==> src/rtl/sweep_pair_assembler_pkg.sv <==
// Shared widths, record layout and tick constants for the sweep pair assembler.
// Also used by the FIFO, which the multi-sensor arbiter will reuse.
package sweep_pair_assembler_pkg;

  localparam int WORD_W   = 17;
  localparam int TS_W     = 24;
  localparam int RECORD_W = 2 * WORD_W + 2 * TS_W;

  // Bit offsets of each field inside a flat record (word_0 in the MSBs).
  localparam int REC_DELTA_LSB = 0;
  localparam int REC_TS_LSB    = REC_DELTA_LSB + TS_W;
  localparam int REC_W1_LSB    = REC_TS_LSB + TS_W;
  localparam int REC_W0_LSB    = REC_W1_LSB + WORD_W;

  localparam int TICKS_PER_US = 96;
  localparam logic [TS_W-1:0] DEF_MIN_PAIR_GAP = TS_W'(10 * TICKS_PER_US);
  localparam logic [TS_W-1:0] DEF_MAX_PAIR_GAP = TS_W'(20000 * TICKS_PER_US);

  typedef enum logic {
    ST_IDLE,
    ST_WAIT_SECOND
  } state_e;

  typedef struct packed {
    logic [WORD_W-1:0] word_0;
    logic [WORD_W-1:0] word_1;
    logic [TS_W-1:0]   ts;
    logic [TS_W-1:0]   delta;
  } pair_rec_t;

  function automatic logic [7:0] sat_inc(input logic [7:0] v);
    return (v == 8'hFF) ? v : v + 8'd1;
  endfunction

endpackage

==> src/rtl/sweep_pair_assembler_if.sv <==
// Bundle between the receiver manager, the pair assembler and the readout stage.
// slave = assembler side, master = upstream/downstream environment side.
interface sweep_pair_assembler_if;
  import sweep_pair_assembler_pkg::*;

  logic              data_availible;
  logic [WORD_W-1:0] decoded_data;
  logic [TS_W-1:0]   timestamp_last_data;
  logic [TS_W-1:0]   system_timestamp;
  logic              pair_valid;
  logic              pair_ready;
  logic [WORD_W-1:0] pair_word_0;
  logic [WORD_W-1:0] pair_word_1;
  logic [TS_W-1:0]   pair_timestamp;
  logic [TS_W-1:0]   pair_delta;
  logic [7:0]        dropped_count;
  logic [7:0]        overflow_count;
  logic              waiting;

  modport slave (
    input  data_availible, decoded_data, timestamp_last_data, system_timestamp, pair_ready,
    output pair_valid, pair_word_0, pair_word_1, pair_timestamp, pair_delta,
           dropped_count, overflow_count, waiting
  );

  modport master (
    output data_availible, decoded_data, timestamp_last_data, system_timestamp, pair_ready,
    input  pair_valid, pair_word_0, pair_word_1, pair_timestamp, pair_delta,
           dropped_count, overflow_count, waiting
  );

endinterface

==> src/rtl/sweep_pair_fifo.sv <==
// First-word-fall-through FIFO; head data reads as zero while empty.
// A push into a full FIFO is accepted only when a pop frees the slot in the same cycle.
module sweep_pair_fifo
  import sweep_pair_assembler_pkg::*;
#(
  parameter int DEPTH = 4,
  parameter int WIDTH = RECORD_W
) (
  input  logic             clk_i,
  input  logic             srst_i,
  input  logic             push_i,
  input  logic [WIDTH-1:0] data_i,
  output logic             full_o,
  input  logic             pop_i,
  output logic             empty_o,
  output logic [WIDTH-1:0] data_o,
  output logic             overflow_o
);

  localparam int AW = $clog2(DEPTH);
  localparam int CW = AW + 1;

  logic [WIDTH-1:0] mem_q [DEPTH];
  logic [AW-1:0]    wr_ptr_q;
  logic [AW-1:0]    rd_ptr_q;
  logic [CW-1:0]    count_q;
  logic             push_ok;
  logic             pop_ok;

  assign full_o     = (count_q == CW'(DEPTH));
  assign empty_o    = (count_q == '0);
  assign pop_ok     = pop_i && !empty_o;
  assign push_ok    = push_i && (!full_o || pop_ok);
  assign overflow_o = push_i && !push_ok;
  assign data_o     = empty_o ? '0 : mem_q[rd_ptr_q];

  always_ff @(posedge clk_i) begin
    if (srst_i) begin
      wr_ptr_q <= '0;
      rd_ptr_q <= '0;
      count_q  <= '0;
    end else begin
      if (push_ok) wr_ptr_q <= wr_ptr_q + AW'(1);
      if (pop_ok)  rd_ptr_q <= rd_ptr_q + AW'(1);
      if (push_ok && !pop_ok)      count_q <= count_q + CW'(1);
      else if (!push_ok && pop_ok) count_q <= count_q - CW'(1);
    end
  end

  always_ff @(posedge clk_i) begin
    if (push_ok) mem_q[wr_ptr_q] <= data_i;
  end

endmodule

==> src/rtl/sweep_pair_assembler.sv <==
// Pairs first/second sweep hits into {word_0, word_1, ts_0, delta} records
// and queues them for the readout stage.
module sweep_pair_assembler
  import sweep_pair_assembler_pkg::*;
#(
  parameter int              FIFO_DEPTH   = 4,
  parameter logic [TS_W-1:0] MAX_PAIR_GAP = DEF_MAX_PAIR_GAP,
  parameter logic [TS_W-1:0] MIN_PAIR_GAP = DEF_MIN_PAIR_GAP
) (
  input logic                   clk_96MHz,
  input logic                   reset,
  sweep_pair_assembler_if.slave bus
);

  state_e            state_q, state_d;
  logic [WORD_W-1:0] word0_q, word0_d;
  logic [TS_W-1:0]   ts0_q, ts0_d;
  logic              push_q, push_d;
  pair_rec_t         rec_q, rec_d;
  logic [7:0]        dropped_q, dropped_d;
  logic [7:0]        overflow_q;
  logic              avail_q;

  logic              hit;
  logic [TS_W-1:0]   delta_in;
  logic [TS_W-1:0]   age;
  logic              fifo_empty;
  logic              fifo_ovf;
  pair_rec_t         head;

  // avail_q resets high so a level already present at reset release is not a hit.
  assign hit      = bus.data_availible && !avail_q;
  assign delta_in = bus.timestamp_last_data - ts0_q;
  assign age      = bus.system_timestamp - ts0_q;

  always_comb begin
    state_d   = state_q;
    word0_d   = word0_q;
    ts0_d     = ts0_q;
    push_d    = 1'b0;
    rec_d     = rec_q;
    dropped_d = dropped_q;
    case (state_q)
      ST_IDLE: begin
        if (hit) begin
          word0_d = bus.decoded_data;
          ts0_d   = bus.timestamp_last_data;
          state_d = ST_WAIT_SECOND;
        end
      end
      ST_WAIT_SECOND: begin
        if (hit) begin
          if (delta_in >= MIN_PAIR_GAP && delta_in <= MAX_PAIR_GAP) begin
            push_d  = 1'b1;
            rec_d   = '{word_0: word0_q, word_1: bus.decoded_data,
                        ts: ts0_q, delta: delta_in};
            state_d = ST_IDLE;
          end else if (delta_in > MAX_PAIR_GAP) begin
            // Stale first hit: the new hit becomes the first of a fresh pair.
            dropped_d = sat_inc(dropped_q);
            word0_d   = bus.decoded_data;
            ts0_d     = bus.timestamp_last_data;
          end
        end else if (age > MAX_PAIR_GAP) begin
          dropped_d = sat_inc(dropped_q);
          state_d   = ST_IDLE;
        end
      end
      default: state_d = ST_IDLE;
    endcase
  end

  always_ff @(posedge clk_96MHz) begin
    if (reset) begin
      state_q    <= ST_IDLE;
      word0_q    <= '0;
      ts0_q      <= '0;
      push_q     <= 1'b0;
      rec_q      <= '0;
      dropped_q  <= '0;
      overflow_q <= '0;
      avail_q    <= 1'b1;
    end else begin
      state_q    <= state_d;
      word0_q    <= word0_d;
      ts0_q      <= ts0_d;
      push_q     <= push_d;
      rec_q      <= rec_d;
      dropped_q  <= dropped_d;
      overflow_q <= fifo_ovf ? sat_inc(overflow_q) : overflow_q;
      avail_q    <= bus.data_availible;
    end
  end

  sweep_pair_fifo #(
    .DEPTH (FIFO_DEPTH),
    .WIDTH (RECORD_W)
  ) u_fifo (
    .clk_i      (clk_96MHz),
    .srst_i     (reset),
    .push_i     (push_q),
    .data_i     (rec_q),
    .full_o     (),
    .pop_i      (bus.pair_ready),
    .empty_o    (fifo_empty),
    .data_o     (head),
    .overflow_o (fifo_ovf)
  );

  assign bus.pair_valid     = !fifo_empty;
  assign bus.pair_word_0    = head.word_0;
  assign bus.pair_word_1    = head.word_1;
  assign bus.pair_timestamp = head.ts;
  assign bus.pair_delta     = head.delta;
  assign bus.dropped_count  = dropped_q;
  assign bus.overflow_count = overflow_q;
  assign bus.waiting        = (state_q == ST_WAIT_SECOND);

endmodule

==> src/flat_wrapper.sv <==
// flat-port wrapper written by rule: the top's interface ports become plain ports
module sweep_pair_assembler_flat import sweep_pair_assembler_pkg::*;
#(
  parameter int              FIFO_DEPTH   = 4,
  parameter logic [TS_W-1:0] MAX_PAIR_GAP = DEF_MAX_PAIR_GAP,
  parameter logic [TS_W-1:0] MIN_PAIR_GAP = DEF_MIN_PAIR_GAP
)
  (clk_96MHz, reset, bus_data_availible, bus_decoded_data, bus_timestamp_last_data, bus_system_timestamp, bus_pair_ready, bus_pair_valid, bus_pair_word_0, bus_pair_word_1, bus_pair_timestamp, bus_pair_delta, bus_dropped_count, bus_overflow_count, bus_waiting);
  sweep_pair_assembler_if bus_i ();
  input logic clk_96MHz;
  input logic reset;
  input wire logic [$bits(bus_i.data_availible)-1:0] bus_data_availible;
  input wire logic [$bits(bus_i.decoded_data)-1:0] bus_decoded_data;
  input wire logic [$bits(bus_i.timestamp_last_data)-1:0] bus_timestamp_last_data;
  input wire logic [$bits(bus_i.system_timestamp)-1:0] bus_system_timestamp;
  input wire logic [$bits(bus_i.pair_ready)-1:0] bus_pair_ready;
  output wire logic [$bits(bus_i.pair_valid)-1:0] bus_pair_valid;
  output wire logic [$bits(bus_i.pair_word_0)-1:0] bus_pair_word_0;
  output wire logic [$bits(bus_i.pair_word_1)-1:0] bus_pair_word_1;
  output wire logic [$bits(bus_i.pair_timestamp)-1:0] bus_pair_timestamp;
  output wire logic [$bits(bus_i.pair_delta)-1:0] bus_pair_delta;
  output wire logic [$bits(bus_i.dropped_count)-1:0] bus_dropped_count;
  output wire logic [$bits(bus_i.overflow_count)-1:0] bus_overflow_count;
  output wire logic [$bits(bus_i.waiting)-1:0] bus_waiting;
  assign bus_i.data_availible = bus_data_availible;
  assign bus_i.decoded_data = bus_decoded_data;
  assign bus_i.timestamp_last_data = bus_timestamp_last_data;
  assign bus_i.system_timestamp = bus_system_timestamp;
  assign bus_i.pair_ready = bus_pair_ready;
  assign bus_pair_valid = bus_i.pair_valid;
  assign bus_pair_word_0 = bus_i.pair_word_0;
  assign bus_pair_word_1 = bus_i.pair_word_1;
  assign bus_pair_timestamp = bus_i.pair_timestamp;
  assign bus_pair_delta = bus_i.pair_delta;
  assign bus_dropped_count = bus_i.dropped_count;
  assign bus_overflow_count = bus_i.overflow_count;
  assign bus_waiting = bus_i.waiting;
  sweep_pair_assembler #(.FIFO_DEPTH(FIFO_DEPTH), .MAX_PAIR_GAP(MAX_PAIR_GAP), .MIN_PAIR_GAP(MIN_PAIR_GAP)) u_core (.clk_96MHz(clk_96MHz), .reset(reset), .bus(bus_i));
endmodule
==> config.mk <==
export PLATFORM = sky130hd
export DESIGN_NAME = sweep_pair_assembler_flat
export DESIGN_NICKNAME = d
export VERILOG_FILES = /design/src/rtl/sweep_pair_assembler_pkg.sv /design/src/rtl/sweep_pair_assembler_if.sv /design/src/rtl/sweep_pair_fifo.sv /design/src/rtl/sweep_pair_assembler.sv /design/src/flat_wrapper.sv
export SDC_FILE = /design/constraint.sdc
export NUM_CORES = 1
export LEC_CHECK = 0
export CAP_MARGIN = 20
export CORE_UTILIZATION = 41
export DETAILED_ROUTE_END_ITERATION = 6
export PLACE_DENSITY_LB_ADDON = 0.08
export SLEW_MARGIN = 10
export SYNTH_ARGS = -nofsm -noshare
export SYNTH_HDL_FRONTEND = slang
export SYNTH_SLANG_ARGS = --single-unit
==> constraint.sdc <==
create_clock -name clk_96MHz -period 5.5 [get_ports clk_96MHz]
set_clock_uncertainty 0.05 [all_clocks]
set_input_delay 0.825 -clock clk_96MHz [delete_from_list [all_inputs] [get_ports clk_96MHz]]
set_output_delay 0.825 -clock clk_96MHz [all_outputs]
set_load 0.03 [all_outputs]
==> results of run 1 <==
[final cells by class]
type	count	area, sq um	area share [%]
flip-flops and latches	479	12900	50.3
multi-input cells	1047	7970	31.2
repair buffers	200	1980	7.75
clock buffers	71	1460	5.72
well taps	680	851	3.33
clock inverters	23	268	1.05
inverters	44	165	0.646
[worst max-delay path, cell delays in order]
cell and delay (ns):
clkdlybuf4s50_1 0.45, inv_1 0.08, ha_1 0.19, inv_1 0.07, fa_1 0.41, a211oi_2 0.31
o21a_1 0.30, a21oi_2 0.13, a211o_1 0.29, a222oi_1 0.36, and4b_1 0.26, nor4b_2 0.34
nand2b_2 0.50, buf_12 0.25, o21ai_0 0.12, a21oi_1 0.19
[stage by stage]
stage               cells  area [sq um]  setup slack, ns
floorplan            1685         21500             1.36
global placement     2450         23900            0.347
detailed placement   2450         23900            0.249
CTS                  2544         25600            0.880
global route         2544         25600            0.553
finish               2544         25600            0.866
[final timing paths]
path | depth (start not counted) | end | startpoint
min | 2 | u_core.rec_q[71] | u_core.word0_q[6]
min reg2reg | 2 | u_core.rec_q[71] | u_core.word0_q[6]
max | 16 | u_core.rec_q[79] | bus_timestamp_last_data[0]
max reg2reg | 13 | u_core.rec_q[79] | u_core.ts0_q[1]
[flip-flops by register name, summed over array words and instances (netlist names), named ones only]
register and flops:
u_core.push_q 1, u_core.ts0_q 24, u_core.u_fifo.mem_q 328, u_core.bus.overflow_count 8
u_core.bus.dropped_count 8, u_core.avail_q 1, u_core.u_fifo.rd_ptr_q 2, u_core.rec_q 82
u_core.u_fifo.count_q 3, u_core.u_fifo.wr_ptr_q 2, u_core.bus.waiting 1, u_core.word0_q 17
[power breakdown]
group | switching [mW] | total, mW | internal [mW]
Combinational | 1.01 | 1.67 | 0.661
Sequential | 0.0735 | 3.91 | 3.83
Clock | 1.41 | 3.50 | 2.09
[layout by cell type (no fill, tap or decap), types with 5 or more instances in the layout]
cell / count
buf_12: 5
clkbuf_16: 52
o211ai_1: 12
nand2_1: 53
nand3_1: 133
xor2_1: 23
nand4_1: 16
buf_4: 28
ha_1: 53
o21ai_0: 147
mux4_2: 82
a21oi_1: 165
o211a_1: 6
o21bai_1: 5
inv_1: 44
nand2b_1: 8
mux2_2: 7
a21o_1: 12
clkbuf_8: 9
and2_1: 89
nor3_1: 19
mux2i_1: 6
a31oi_1: 6
or3_1: 9
clkdlybuf4s50_1: 167
nor2b_1: 13
o21a_1: 7
xnor2_1: 14
a21oi_2: 5
clkinv_1: 5
dfxtp_1: 149
bufinv_16: 5
nor4_1: 5
nor2_1: 52
clkbuf_1: 10
a211oi_1: 9
edfxtp_1: 328
clkinv_2: 9
[cells by family (layout without fill, tap and decap cells)]
kind of cell	count (synthesis)	after routing	synth area share (%)
buffers and inverters	159	338	3.09
AOI/OAI and AO/OA	426	426	11.9
adders and majority gates	56	56	3.37
and+or+nand+nor	430	430	10.7
xor gates and xnor gates	39	39	1.66
DFF	479	479	59.9
muxes	96	96	9.30
[per-layer routing]
layer	vias up	share of wire [%]	global-route usage (%)	wire length (microns)
met3	55	4.3	2.98	2410
met5	-	0	0	0
met1	7229	47	30.2	26200
met4	0	1.5	4.37	820
met2	355	47	34.0	26500
li1	6679	-	-	-
==> impl_metrics.py, run 1 <==
metrics = {
    "cts": {
        "cts_hold_buffers": 0,
        "cts_tree": "yes",
        "root_buffer": "clkbuf_16",
        "cts.reportedPaths.clkPinSlew_ns": 0.06,
        "clk_path_buf_depth": 3,
        "postCtsResizedCells": 0,
        "htree_num_levels": 2,
        "clk_latency_ns": 0.59,
        "cts_sinks": 479,
        "cts_inserted_buffers": 50,
        "cts_setup_buffers": 0,
    },
    "die": {
        "die_y_microns": 231,
        "rows": 83,
        "die_w_microns": 231,
        "core_sq_um": 51500,
        "initial_core_util_pct": 41.7,
        "io-pin-count": 169,
        "die_area_sq_um": 53300,
    },
    "run": {
        "cap_violations": 0,
    },
    "grt": {
        "gr-total-overflow": 0,
        "grt_antenna_before_repair": 1,
        "grt_usage_pct": 21.1,
        "grt_pass1_wl_microns": 85900,
        "grt_max_degree": 86,
        "grt_pass1_vias": 14200,
    },
    "timing": {
        "grt_setup_unrepaired": "false",
        "relSlewSlack_pct": 36.8,
        "min_period_over_period_pct": 84.3,
        "drv_slew": 0,
        "whs_ns": 0.410,
        "worst_pin_slew_ns": 0.949,
        "period_needed_ns": 4.63,
        "hold_viol_final": 0,
        "max_freq_mhz": 216,
        "setup_viol": 0,
        "setup_tns_ns": 0,
    },
    "setup_path": {
        "critical_path_class": "input port to flip-flop",
        "required_ns": 5.96,
        "crit_fanout": 37,
        "worstSetupEndpointType": "flip-flop",
        "arrival_ns": 5.10,
        "critPathLaunchType": "input port",
        "regToRegSetupSlack_ns": 1.00,
    },
    "place": {
        "place_hpwl_microns": 37100,
        "port_buffers": 168,
        "place.gp.congestion": 0.885,
    },
    "power_and_ir_drop": {
        "ir_drop_mv": 0.336,
        "cellLeakagePower_nw": 8.56,
        "p_total_mw": 9.08,
        "power_density_nw_per_um2": 355,
    },
    "detailed_routing": {
        "drtPass1Iterations": 6,
        "viasPerCell": 5.63,
        "wl_per_cell_microns": 22.0,
        "ant_nets": 0,
        "finalWirelength_microns": 56000,
        "vias": 14300,
        "drc": 0,
        "drt_iter0_drc": 964,
    },
    "synthesis": {
        "synth_common_cells": "edfxtp_1, a21oi_1, dfxtp_1, o21ai_0, nand3_1",
        "post-synth-top-count-cell": "edfxtp_1",
        "synth.avg_cell_area_sq_um": 12.7,
        "yosysSeqAreaShare_pct": 59.9,
        "synth-edff-count": 328,
        "synth.distinct_cells": 83,
        "synth.top_cell.area_share_pct": 45.9,
        "async_reset_ff_share_pct": 0,
        "syn_inst": 1685,
        "synth_nets": 1810,
        "synth_area_sq_um": 21500,
        "synthTopCellsByArea": "edfxtp_1, dfxtp_1, mux4_2",
        "yosysWarnings": 0,
        "synth_top_area_cell": "edfxtp_1",
        "ys.flop_type": "edfxtp_1",
        "synth-seq-cells": 479,
    },
    "finish": {
        "drive_above_1_share_pct": 12.9,
        "synthToLayoutAreaGrowth_pct": 19.1,
        "fillCellCount": 4600,
        "final_util_pct": 49.7,
        "diodes": 0,
        "layout.nets": 1947,
    },
    "status": {
        "run_status": "complete, no violations",
    },
    "hold_path": {
        "hp-class": "flip-flop to flip-flop",
    },
}
No activity file was read; power rests on OpenSTA's default activity.
==> run 2: changes to the inputs <==
==> constraint.sdc (replaced) <==
create_clock -name clk_96MHz -period 4 [get_ports clk_96MHz]
set_clock_uncertainty 0.05 [all_clocks]
set_input_delay 0.6 -clock clk_96MHz [delete_from_list [all_inputs] [get_ports clk_96MHz]]
set_output_delay 0.6 -clock clk_96MHz [all_outputs]
set_load 0.03 [all_outputs]
==> run 2 against run 1 <==
  * Sequential power rose by 38%
  * Worst setup slack got worse by 0.76 ns
  * Global-route usage rose by 0.49 points
  * Cell area rose by 5.9%
  * Highest routed layer is now met5
==> impl_metrics.py, run 2 (synthesis results as in run 1) <==
metrics = {
    "setup_path": {
        "path_buf_inv": 4,
        "critPathLaunchType": "input port",
        "arrival_ns": 4.36,
        "crit_family": "simple AND/OR/NAND/NOR gates",
        "critical_path_class": "input port to flip-flop",
        "timing.rr.end": "u_core.rec_q[15]",
        "required_ns": 4.46,
        "worstSetupEndpointType": "flip-flop",
        "r2r_cells": 15,
        "crit_fanout": 13,
        "crit_chain": "clkdlybuf4s50_1 -> ha_1 -> a21oi_1 -> o21ai_0 -> xor2_1 -> or4b_1 -> or4_4 -> and4bb_1 -> o211a_4 -> buf_4 -> o211ai_4 -> buf_12 -> buf_4 -> or3_1 -> a21oi_1",
        "r2r-start": "u_core.ts0_q[2]",
        "crit_slowest_cell": "or4b_1",
        "max_stage_delay_ns": 0.52,
        "regToRegSetupSlack_ns": 0.14,
    },
    "cts": {
        "clk_path_buf_depth": 3,
        "clk_latency_ns": 0.58,
        "cts.reportedPaths.clkPinSlew_ns": 0.06,
        "cts_sinks": 479,
        "htree_num_levels": 2,
        "cts_tree": "yes",
        "cts_inserted_buffers": 49,
        "root_buffer": "clkbuf_16",
    },
    "place": {
        "dp_slack_ns": -0.583,
        "port_buffers": 168,
        "place.gp.congestion": 0.850,
        "place_hpwl_microns": 39500,
    },
    "finish": {
        "synthToLayoutAreaGrowth_pct": 26.2,
        "mostFrequentLayoutCells": "edfxtp_1, buf_4, clkdlybuf4s50_1, a21oi_1, dfxtp_1",
        "regMostFlops": "u_core.u_fifo.mem_q",
        "final_util_pct": 52.6,
        "layout_commonest_cell": "edfxtp_1",
        "largest_register_ffs": 328,
        "diodes": 0,
        "drive_above_1_share_pct": 20.7,
        "layout.nets": 2129,
        "top_regs": "u_core.u_fifo.mem_q: 328 flops, u_core.rec_q: 82 flops, u_core.ts0_q: 24 flops",
    },
    "detailed_routing": {
        "viasPerCell": 5.48,
        "drtPass1Iterations": 5,
        "drt_iter0_drc": 989,
        "drc": 0,
        "wl_per_cell_microns": 21.4,
        "finalWirelength_microns": 58300,
        "vias": 14900,
        "ant_nets": 0,
    },
    "die": {
        "core_sq_um": 51500,
        "io-pin-count": 169,
        "die_area_sq_um": 53300,
        "rows": 83,
        "die_w_microns": 231,
        "die_y_microns": 231,
        "initial_core_util_pct": 41.7,
    },
    "grt": {
        "grt_pass1_wl_microns": 88000,
        "gr-total-overflow": 0,
        "grt_antenna_before_repair": 1,
        "grt_max_degree": 74,
        "grt_usage_pct": 21.5,
        "grt_pass1_vias": 14800,
    },
    "hold_path": {
        "min-delay-start": "u_core.word0_q[12]",
        "hp-class": "flip-flop to flip-flop",
        "hold-path-endpoint": "u_core.rec_q[77]",
        "worstHoldPathCells": 2,
    },
    "timing": {
        "max_freq_mhz": 257,
        "setup_viol": 0,
        "drv_slew": 0,
        "min_period_over_period_pct": 97.4,
        "hold_viol_final": 0,
        "setup_ws_ns": 0.102,
        "period_needed_ns": 3.90,
        "worst_pin_slew_ns": 0.879,
        "relSlewSlack_pct": 41.4,
    },
    "status": {
        "run_status": "complete, no violations",
    },
    "power_and_ir_drop": {
        "p_total_mw": 12.3,
        "cellLeakagePower_nw": 9.44,
        "power_density_nw_per_um2": 454,
        "ir_drop_mv": 0.317,
    },
    "run": {
        "cap_violations": 0,
    },
}
-- run 2: cell count changes in the layout (fill, tap and decap cells not counted), moves of 4 or more --
| cell | previous run | this run |
|---|---|---|
| buf_6 | 0 | 6 |
| buf_4 | 28 | 186 |
| bufinv_16 | 5 | 1 |
| clkbuf_1 | 10 | 18 |
| buf_12 | 5 | 20 |
| clkbuf_8 | 9 | 2 |
-- run 2: how the worst max path moves through the flow --
| stage | cells past startpoint | from | slack (ns) | to |
|---|---|---|---|---|
| 2_1_floorplan | 15 | bus_timestamp_last_data[0] | 0.08 | u_core.bus.dropped_count[4] |
| 3_3_place_gp | 17 | bus_timestamp_last_data[0] | -0.51 | u_core.word0_q[14] |
| 3_5_place_dp | 17 | bus_timestamp_last_data[0] | -0.58 | u_core.word0_q[14] |
| 4_1_cts | 14 | u_core.ts0_q[0] | 0.01 | u_core.bus.dropped_count[7] |
| 5_1_grt | 16 | bus_timestamp_last_data[0] | -0.04 | u_core.rec_q[51] |
| 6_report | 15 | bus_timestamp_last_data[2] | 0.10 | u_core.rec_q[15] |
-- run 2: metal layers --
layer	share of wire (%)	wire length (microns)	GRT usage, %	vias up
met5	0.021	12	0	-
met4	2.1	1220	5.67	2
met3	4.3	2520	3.06	67
met2	48	27800	35.2	342
met1	46	26800	30.0	7478
li1	-	-	-	7051
-- run 2: power breakdown --
part / switching (mW) / leakage (nW) / internal [mW]
clock: 1.90 / 0.741 / 2.47
combinational: 1.42 / 4.27 / 1.12
sequential: 0.119 / 4.44 / 5.27
total: 3.44 / 9.44 / 8.86
-- run 2: layout make-up --
type | count | area [sq um]
clock inverters | 21 | 158
multi-input cells | 1047 | 8030
clock buffers | 71 | 1370
flip-flops and latches | 479 | 12900
fillers | 4559 | 24400
inverters | 44 | 165
repair buffers | 383 | 3640
well taps | 680 | 851
-- run 2: through the flow --
stage	std cells	hold WS [ns]	TNS, ns	area (sq um)
after floorplan	1685	0.390	0	21500
after global placement	2626	0.396	-55.19	25300
after detailed placement	2626	0.404	-61.38	25300
after CTS	2718	0.413	0	26900
after global routing	2725	0.428	-0.583	27100
final	2725	0.411	0	27100
-- run 2: tightest hold or removal path, stage by stage (launching register included) --
cell	delay, ns
dfxtp_1	0.31
nand3_1	0.06
a21oi_1	0.05
-- run 2: timing repair --
item | in CTS | in global routing
setup buffers | 0 | 2
setup endpoints to repair | 3 | 132
resized for setup | 1 | 17
hold buffers | 0 | 0
cloned | 0 | 5
pin swaps | 1 | 6
==> run 3: changes to the inputs <==
--- a/config.mk
+++ b/config.mk
@@ -5,6 +5,7 @@
 export SDC_FILE = /design/constraint.sdc
 export NUM_CORES = 1
 export LEC_CHECK = 0
+export ABC_AREA = 0
 export CAP_MARGIN = 20
 export CORE_UTILIZATION = 41
 export DETAILED_ROUTE_END_ITERATION = 6
==> results of run 3 <==
Final layout, timing and power as in run 2 (identical DEF).
